<file path="src/rtl/if_fetch_pkg.sv">
// if_fetch_pkg: shared bus macros, fetch-entry type and helpers for the instruction fetch slice
`ifndef IF_FETCH_DEFINES
`define IF_FETCH_DEFINES
`define InstAddrBus 31:0
`define InstBus 31:0
`define ZeroWord 32'h0000_0000
`define CpuResetAddr 32'h0000_0000
`endif

package if_fetch_pkg;
  localparam logic [31:0] WORD_MASK = 32'hFFFF_FFFC;
  localparam logic [31:0] WORD_BYTES = 32'd4;
  typedef struct packed {
    logic [31:0] inst;
    logic [31:0] pc;
  } fetch_entry_t;
  function automatic logic [31:0] word_align(input logic [31:0] a);
    return a & WORD_MASK;
  endfunction
endpackage

</file>
<file path="src/rtl/if_skid_fifo.sv">
// if_skid_fifo: 2-entry synchronous FIFO of {inst, pc} with push, pop, flush and occupancy count
module if_skid_fifo
  import if_fetch_pkg::*;
(
  input  logic        clk,
  input  logic        rst,
  input  logic        flush,
  input  logic        push,
  input  logic        pop,
  input  logic [31:0] din_inst,
  input  logic [31:0] din_pc,
  output logic [31:0] dout_inst,
  output logic [31:0] dout_pc,
  output logic [1:0]  count
);
  fetch_entry_t mem [2];
  logic rd, wr;
  assign dout_inst = mem[rd].inst;
  assign dout_pc = mem[rd].pc;
  always_ff @(posedge clk) begin
    if (rst || flush) begin
      rd <= 1'b0;
      wr <= 1'b0;
      count <= 2'd0;
    end else begin
      if (push) begin
        mem[wr] <= '{inst: din_inst, pc: din_pc};
        wr <= ~wr;
      end
      if (pop) rd <= ~rd;
      count <= count + 2'(push) - 2'(pop);
    end
  end
endmodule

</file>
<file path="src/rtl/if_fetch.sv">
// if_fetch: PC and ROM request logic feeding a skid FIFO towards decode; redirects flush wrong-path fetches
module if_fetch
  import if_fetch_pkg::*;
#(
  parameter logic [31:0] RESET_PC = `CpuResetAddr,
  parameter int          FIFO_DP = 2
) (
  input  logic                clk,
  input  logic                rst,
  input  logic                jump_en_i,
  input  logic [`InstAddrBus] jump_addr_i,
  output logic [`InstAddrBus] rom_addr_o,
  output logic                rom_cs_o,
  output logic                rom_we_o,
  output logic [3:0]          rom_wem_o,
  output logic [`InstBus]     rom_data_o,
  input  logic [`InstBus]     rom_data_i,
  output logic                inst_valid_o,
  output logic [`InstBus]     inst_o,
  output logic [`InstAddrBus] inst_addr_o,
  input  logic                id_ready_i
);
  logic [31:0] pc, pend_pc, head_inst, head_pc;
  logic [1:0] count;
  logic [2:0] occ;
  logic pend, pop, issue;
  assign inst_valid_o = !rst && count != 2'd0;
  assign pop = inst_valid_o && id_ready_i;
  // occupancy after this cycle if nothing new is issued; keeps a slot for every in-flight response
  assign occ = {1'b0, count} + {2'b0, pend} - {2'b0, pop};
  assign issue = !rst && (jump_en_i || occ < 3'(FIFO_DP));
  assign rom_addr_o = jump_en_i ? word_align(jump_addr_i) : pc;
  assign rom_cs_o = issue;
  assign rom_we_o = 1'b0;
  assign rom_wem_o = 4'b0000;
  assign rom_data_o = `ZeroWord;
  assign inst_o = inst_valid_o ? head_inst : `ZeroWord;
  assign inst_addr_o = inst_valid_o ? head_pc : `ZeroWord;
  always_ff @(posedge clk) begin
    if (rst) begin
      pc <= RESET_PC;
      pend <= 1'b0;
      pend_pc <= `ZeroWord;
    end else begin
      pend <= issue;
      if (issue) begin
        pend_pc <= rom_addr_o;
        pc <= rom_addr_o + WORD_BYTES;
      end
    end
  end
  if_skid_fifo u_fifo (
    .clk      (clk),
    .rst      (rst),
    .flush    (jump_en_i),
    .push     (pend && !jump_en_i),
    .pop      (pop && !jump_en_i),
    .din_inst (rom_data_i),
    .din_pc   (pend_pc),
    .dout_inst(head_inst),
    .dout_pc  (head_pc),
    .count    (count)
  );
endmodule
</file>
<file path="config.mk">
export PLATFORM = sky130hd
export DESIGN_NAME = if_fetch
export DESIGN_NICKNAME = d
export VERILOG_FILES = /design/src/rtl/if_fetch_pkg.sv /design/src/rtl/if_skid_fifo.sv /design/src/rtl/if_fetch.sv
export SDC_FILE = /design/constraint.sdc
export NUM_CORES = 1
export LEC_CHECK = 0
export CAP_MARGIN = 10
export CORE_AREA = 3 3 162 164
export DETAILED_ROUTE_END_ITERATION = 8
export DIE_AREA = 0 0 165 167
export PLACE_DENSITY_LB_ADDON = 0.3
export SLEW_MARGIN = 20
export SYNTH_ARGS = -nofsm -noshare
export SYNTH_HDL_FRONTEND = slang
export SYNTH_SLANG_ARGS = --single-unit
</file>
<file path="constraint.sdc">
create_clock -name clk -period 14.8 [get_ports clk]
set_clock_uncertainty 0.15 [all_clocks]
set_input_delay 4.44 -clock clk [delete_from_list [all_inputs] [get_ports clk]]
set_output_delay 4.44 -clock clk [all_outputs]
set_load 0.01 [all_outputs]
</file>
Word level (Yosys, flattened, before mapping)
Memory sizes are Yosys's and may differ from the RTL's. A register that Yosys moved wholly into a read port is not among the register bits.
Cells that the tools add are included.
{ "word_totals": {"reg_bits": 69, "inputBits": 68, "output_inout_bits": 135, "word_cells": 33, "ramBits": 128, "mem_count": 1} }
{ "classes": {"add_sub_neg": 5, "n_mux": 8, "bitwise": 2, "reduce_logical": 10, "order_cmp": 1} }
{ "memory_table": {"columns": ["memory", "words", "width", "rd", "rd_clocked_by_memory_dff", "wr", "line_no", "rtl"], "rows": [
  ["u_fifo.mem", 2, 64, 1, 1, 1, "if_skid_fifo.sv:16", "fetch_entry_t mem [2];"]
]} }
{ "ops": {"columns": ["operator", "count"], "rows": [
  ["two-way mux 32 bit", 3],
  ["adder 32 x 3 -> 32 bit (second input constant)", 1],
  ["logical AND 1 bit", 5],
  ["two-way mux 1 bit", 5],
  ["adder 2 x 1 -> 3 bit", 1],
  ["less-than comparator 3 x 2 -> 1 bit (second input constant)", 1],
  ["subtractor 3 x 1 -> 3 bit", 1],
  ["adder 2 x 1 -> 2 bit", 1],
  ["zero test 1 bit", 2],
  ["logical OR 1 bit", 2],
  ["inverter 1 bit", 2],
  ["nonzero test 2 bit", 1],
  ["subtractor 2 x 1 -> 2 bit", 1]
]} }

Depth between registers and ports, before layout
Gate-level depths: netlist of the first run.
{ "depth": {"word_depth": 7, "depth_mapped": 16, "depth_no_buf": 14} }

By module
A second synthesis of the first run with hierarchy kept.
{ "hier_totals": {"hier_cells": 776, "hier_area_um2": 9522.9} }
{ "modules_own_cells": {"columns": ["module", "cells_per_inst", "n_inst", "area_each_um2", "seq_area_each_um2"], "rows": [
  ["if_skid_fifo", 219, 1, 5136.2, 3943.8],
  ["if_fetch", 557, 1, 4386.7, 1261.2]
]} }

Worst setup path after synthesis of the first run
OpenSTA, ideal clock, no wires.
{ "synth_timing": {"kind": "input port to output port", "from": "in rst", "to": "out rom_cs_o", "required_time_ns": 10.210, "path_buffers": 2, "path_stages": 13, "arrival_time_ns": 6.808, "setup_slack_ns": 3.402, "cell_sequence": "clkinv_1 > o21ai_0 > inv_1 > nand2_1 > inv_1 > ha_1 > nor2b_1 > fa_1 > o21bai_1 > nand2_1 > inv_1 > clkbuf_1 > clkbuf_1"} }
{ "synth_via": {"elab_chain_len": 7} }
{ "synth_lines": {"columns": ["element", "line_no", "rtl"], "rows": [
  ["from (decl)", "if_fetch.sv:9", "input logic rst,"],
  ["zero test 1 bit", "if_fetch.sv:27", "assign inst_valid_o = !rst && count != 2'd0;"],
  ["logical AND 1 bit", "if_fetch.sv:27", null],
  ["via inst_valid_o", "if_fetch.sv:18", "output logic inst_valid_o,"],
  ["logical AND 1 bit", "if_fetch.sv:28", "assign pop = inst_valid_o && id_ready_i;"],
  ["subtractor 3 x 1 -> 3 bit", "if_fetch.sv:30", "assign occ = {1'b0, count} + {2'b0, pend} - {2'b0, pop};"],
  ["less-than comparator 3 x 2 -> 1 bit", "if_fetch.sv:31", "assign issue = !rst && (jump_en_i || occ < 3'(FIFO_DP));"],
  ["logical OR 1 bit", "if_fetch.sv:31", null],
  ["logical AND 1 bit", "if_fetch.sv:31", null],
  ["to (decl)", "if_fetch.sv:13", "output logic rom_cs_o,"]
]} }
The timed path passes the listed nets, and every way through them passes these cells.

Final worst setup path of the first run
{ "layout_timing": {"from": "in rst", "to": "out rom_cs_o"} }
{ "layout_via": {"elab_chain_len": 7} }
{ "layout_lines": {"columns": ["element", "line_no"], "rows": [
  ["zero test 1 bit (*)", "if_fetch.sv:27, if_fetch.sv:31"],
  ["logical AND 1 bit", "if_fetch.sv:27"],
  ["logical AND 1 bit", "if_fetch.sv:28"],
  ["subtractor 3 x 1 -> 3 bit", "if_fetch.sv:30"],
  ["less-than comparator 3 x 2 -> 1 bit", "if_fetch.sv:31"],
  ["logical OR 1 bit", "if_fetch.sv:31"],
  ["logical AND 1 bit (*)", "if_fetch.sv:31"]
]} }
Mark *: on every way between the ends. The rest lies on a longest branch, timed or not.

==> results of run 1 <==
cell usage after synthesis (4+ instances only):
| master | instances |
|---|---|
| edfxtp_1 | 128 |
| mux2i_1 | 84 |
| nor2_1 | 78 |
| dfxtp_1 | 68 |
| nand3_1 | 45 |
| nand2_1 | 43 |
| buf_4 | 38 |
| o21ai_0 | 32 |
| inv_1 | 28 |
| clkbuf_1 | 22 |
| nand4_1 | 18 |
| mux2_2 | 12 |
| xnor2_1 | 12 |
| a22o_1 | 11 |
| buf_1 | 10 |
| nand3b_1 | 10 |
| nor3_1 | 9 |
| o211ai_1 | 7 |
| a22oi_1 | 6 |
| a32o_1 | 6 |
| or4_1 | 6 |
| and2_1 | 5 |
| buf_2 | 5 |
| ha_1 | 4 |
layout make-up:
type | instances | share of cell area, %
timing repair buffer | 175 | 15.5
inverter | 29 | 0.984
tap | 330 | 3.73
multi-input combinational | 464 | 27.5
clock buffer | 18 | 3.88
sequential | 196 | 47.1
clock inverter | 14 | 1.28
cells by family (layout without fill, tap and decap cells):
family	after synthesis	after routing
other	1	37
adder cells (fa/ha/maj)	5	5
multiplexers	96	96
flip-flops	196	196
XOR/XNOR	14	14
buffers and inverters	106	236
AO/OA/AOI/OAI	80	80
AND/OR/NAND/NOR	232	232
routing by layer:
| layer | wire length [µm] | global-route usage, % | vias up |
|---|---|---|---|
| met5 | 0 | 0 | - |
| met4 | 135 | 3.25 | 0 |
| met3 | 1330 | 3.73 | 9 |
| met2 | 9650 | 24.2 | 170 |
| met1 | 9210 | 19.9 | 2819 |
| li1 | - | - | 2891 |
stage by stage:
step | setup slack (ns) | instance area [µm²] | cells | util [%] | hold WS (ns)
floorplan | 3.40 | 8780 | 766 | - | 0.272
global placement | 2.19 | 10500 | 1194 | 41.9 | 0.284
detailed placement | 2.16 | 10500 | 1194 | 41.9 | 0.291
CTS | 2.15 | 11100 | 1226 | 44.2 | 0.309
global route | 1.98 | 11100 | 1226 | 44.2 | 0.328
finish | 2.21 | 11100 | 1226 | 44.2 | 0.306
sequential cells by signal, indices dropped and copies added, names as in the netlist, named ones only:
signal and flops:
u_fifo.mem 128, u_fifo.wr 1, pend_pc 30, u_fifo.count 2
u_fifo.rd 1, pc 32, pend 1
how the worst min path moves through the flow:
stage / slack [ns] / cells past startpoint / to
6_report: 0.31 / 0 / u_fifo.mem[1][19]$_DFFE_PP_
5_1_grt: 0.33 / 0 / u_fifo.mem[0][11]$_DFFE_PP_
4_1_cts: 0.31 / 0 / u_fifo.mem[1][22]$_DFFE_PP_
3_5_place_dp: 0.29 / 0 / u_fifo.mem[0][28]$_DFFE_PP_
3_3_place_gp: 0.28 / 0 / u_fifo.mem[0][13]$_DFFE_PP_
2_1_floorplan: 0.27 / 2 / pc[29]$_SDFFE_PP0P_
power groups by stage:
stage               Clock (mW)  Combinational, mW  Sequential, mW
floorplan                    0             0.0701           0.627
global placement             0              0.121           0.629
detailed placement           0              0.122           0.630
CTS                      0.457              0.123           0.617
global route             0.481              0.133           0.620
finish                   0.441              0.121           0.617
worst register-to-register path: cells and delay by family, from the launching register on:
| family | cells | cell delay [ns] |
|---|---|---|
| and+or+nand+nor | 4 | 0.92 |
| buffers and inverters | 4 | 0.81 |
| adders and majority gates | 2 | 0.64 |
| AOI/OAI and AO/OA | 3 | 0.48 |
| DFF | 1 | 0.35 |
| xor gates and xnor gates | 1 | 0.20 |
==> results.md, run 1 <==
- Largest net degree at the start of global routing: between 60 and 70
- Diodes inserted: 0
- Post-Syn Instances: 730
- CTS tree: done
- Reg2reg start: u_fifo.count[0]$_SDFF_PP0_
- Final count of hold timing violations: 0
- Top cells by area, synth: edfxtp_1 (44%), dfxtp_1 (16%), mux2i_1 (9.7%), nor2_1 (3.4%), buf_4 (3.3%)
- Postcts setup bufs: 0
- First drt pass iteration count: 5
- WP depth: 14
- Worst R2R End: pend_pc[24]$_SDFFE_PP0P_
- Synth Warn #: 0
- CP max FO: 21
- Compound-Gate Fraction of Synth Area: 6.54%
- Setup CP Type: primary input to primary output
- Hold Path Class: flop to flop
- Sw Share: between 20% and 30%
- Final Wtd Congestion: a little over 0.8
- Crit path DAT: ~8.0 ns
- CTS hold repair buffers: 0
- Final TNS setup: 0 ns
- Layout overhead on the synthesized area: 27.9%
- RSZ-0062 raised after global routing: no
- Comb pwr share: about a tenth
- CP Capture Point: rom_cs_o
- R2R setup slack: approximately 11 ns
- Seq pwr share: between 50 and 60%
- # resized after CTS: 0
- Routed vias/inst: 4.80
- EDFF count, synth: 128
- Die W: about 170 µm
- Post-synthesis simple-gate area fraction: a little over an eighth
- Final setup fails: 0
- Commonest non-fill, non-tap cells in the layout: clkdlybuf4s50_1 (162), edfxtp_1 (128), mux2i_1 (84)
- Top delay family on crit path: buffers and inverters
- Post-Route WL: between 20000 and 25000 µm
- Yosys reg bits: between 150 and 200
- Pwr per Cell Area: 107 nW/µm²
- Site Rows: 58
- Initial antenna violation count: 0
- Outcome: finished, final reports clean
- Final Power: between 1 and 1.5 mW
- CTS root buffer: clkbuf_16
- Core area: between 20000 and 30000 µm²
- Longest Clk Path Bufs: 2
- ANT nets after route: 0
- Overflow after GRT: 0
- Adder-Cell Fraction of Synth Area: 0.810%
- Area leader, netlist: edfxtp_1
- Critical path origin: rst
- Port bufs: approximately 160
- Register Area: 5210 µm²
- Commonest non-fill, non-tap cell in the layout: clkdlybuf4s50_1
- Synth top area share: approximately 44%
- Main combinational cell family by area after synthesis: simple AND/OR/NAND/NOR gates
- Worst endpoint required time: a little over 10 ns
- Clock share of power: 37.4%
- DRC Markers: 0
- Clk Latency, worst-skew pair: around 0.43 ns
- Yosys cell types: 50
- Initial DRC Count: approximately 370
- Critical path's largest stage delay: 0.59 ns
- Int Pwr: 0.886 mW
- Reg2Reg Depth: 14
- Critical path capture point type: primary output
- GR Util All Layers: between 10% and 20%
- Final Net Count: 956
- Crit path time final: ~13 ns
- WL per Instance: 16.6 µm
- Fraction of synthesized area in multiplexers: between 10% and 20%
- Fillers: 2357
- Routed vias: ~6000
- Setup crit start kind: primary input
- Seq/Total Area, Yosys: 60.2%
- Post-DP HPWL: around 14000 µm
- Synth Flop Type: edfxtp_1
- Slew margin rel.: between 30% and 40%
- Mean Syn Cell Area: ~12 µm²
- H-tree depth: 4
- Share of cells above drive strength 1: 7.25%
- First-pass GRT wire length: around 32000 µm
- Worst Path Buf+Inv: 7
- Clock Sinks: a little under 200
- Maximum VDD drop: 60.3 µV
- Fin crit share: 85.0%
- Initial core utilization: approximately a third
- Actual slew at the worst max-slew pin: 0.959 ns
- Synthesized area: 8650 µm²
- Sw power: about 0.29 mW
- Cts bufs inserted: 17
- Slowest CP cell: o21bai_1
- Post-synthesis xor/xnor area fraction: between 1 and 1.5%
- Final Max Tran Viols: 0
- Clk pin slew, worst setup/hold paths: 0.07 ns
- Die footprint: about 28000 µm²
- Asr flop ratio synth: 0%
- Vias in the first global route: just under 6000
- I/O pin total: 203
- Max Clock Freq: about 79 MHz
- Min-delay src: pend_pc[19]$_SDFFE_PP0P_
- Most frequent CP cell: inv_1
- P_leak: 3.86 nW
- Crit-path cells: clkdlybuf4s50_1, buf_4, clkinv_1, o21ai_4, inv_1, nand2_1, inv_1, ha_1, nor2b_1, fa_1, o21bai_1, nand2_1, inv_1, clkdlybuf4s50_1
- Die Ht: between 150 and 200 µm
- Max-Cap Viols: 0
- Area of the multi-input gates: 3040 µm²
(Power assumes the default switching activity.)
==> inputs of run 2 (changes only) <==
GPL_ROUTABILITY_DRIVEN = 0   (was not set)
==> results of run 2 <==
Same layout as run 1: the final DEF is identical, and so are final timing and power.
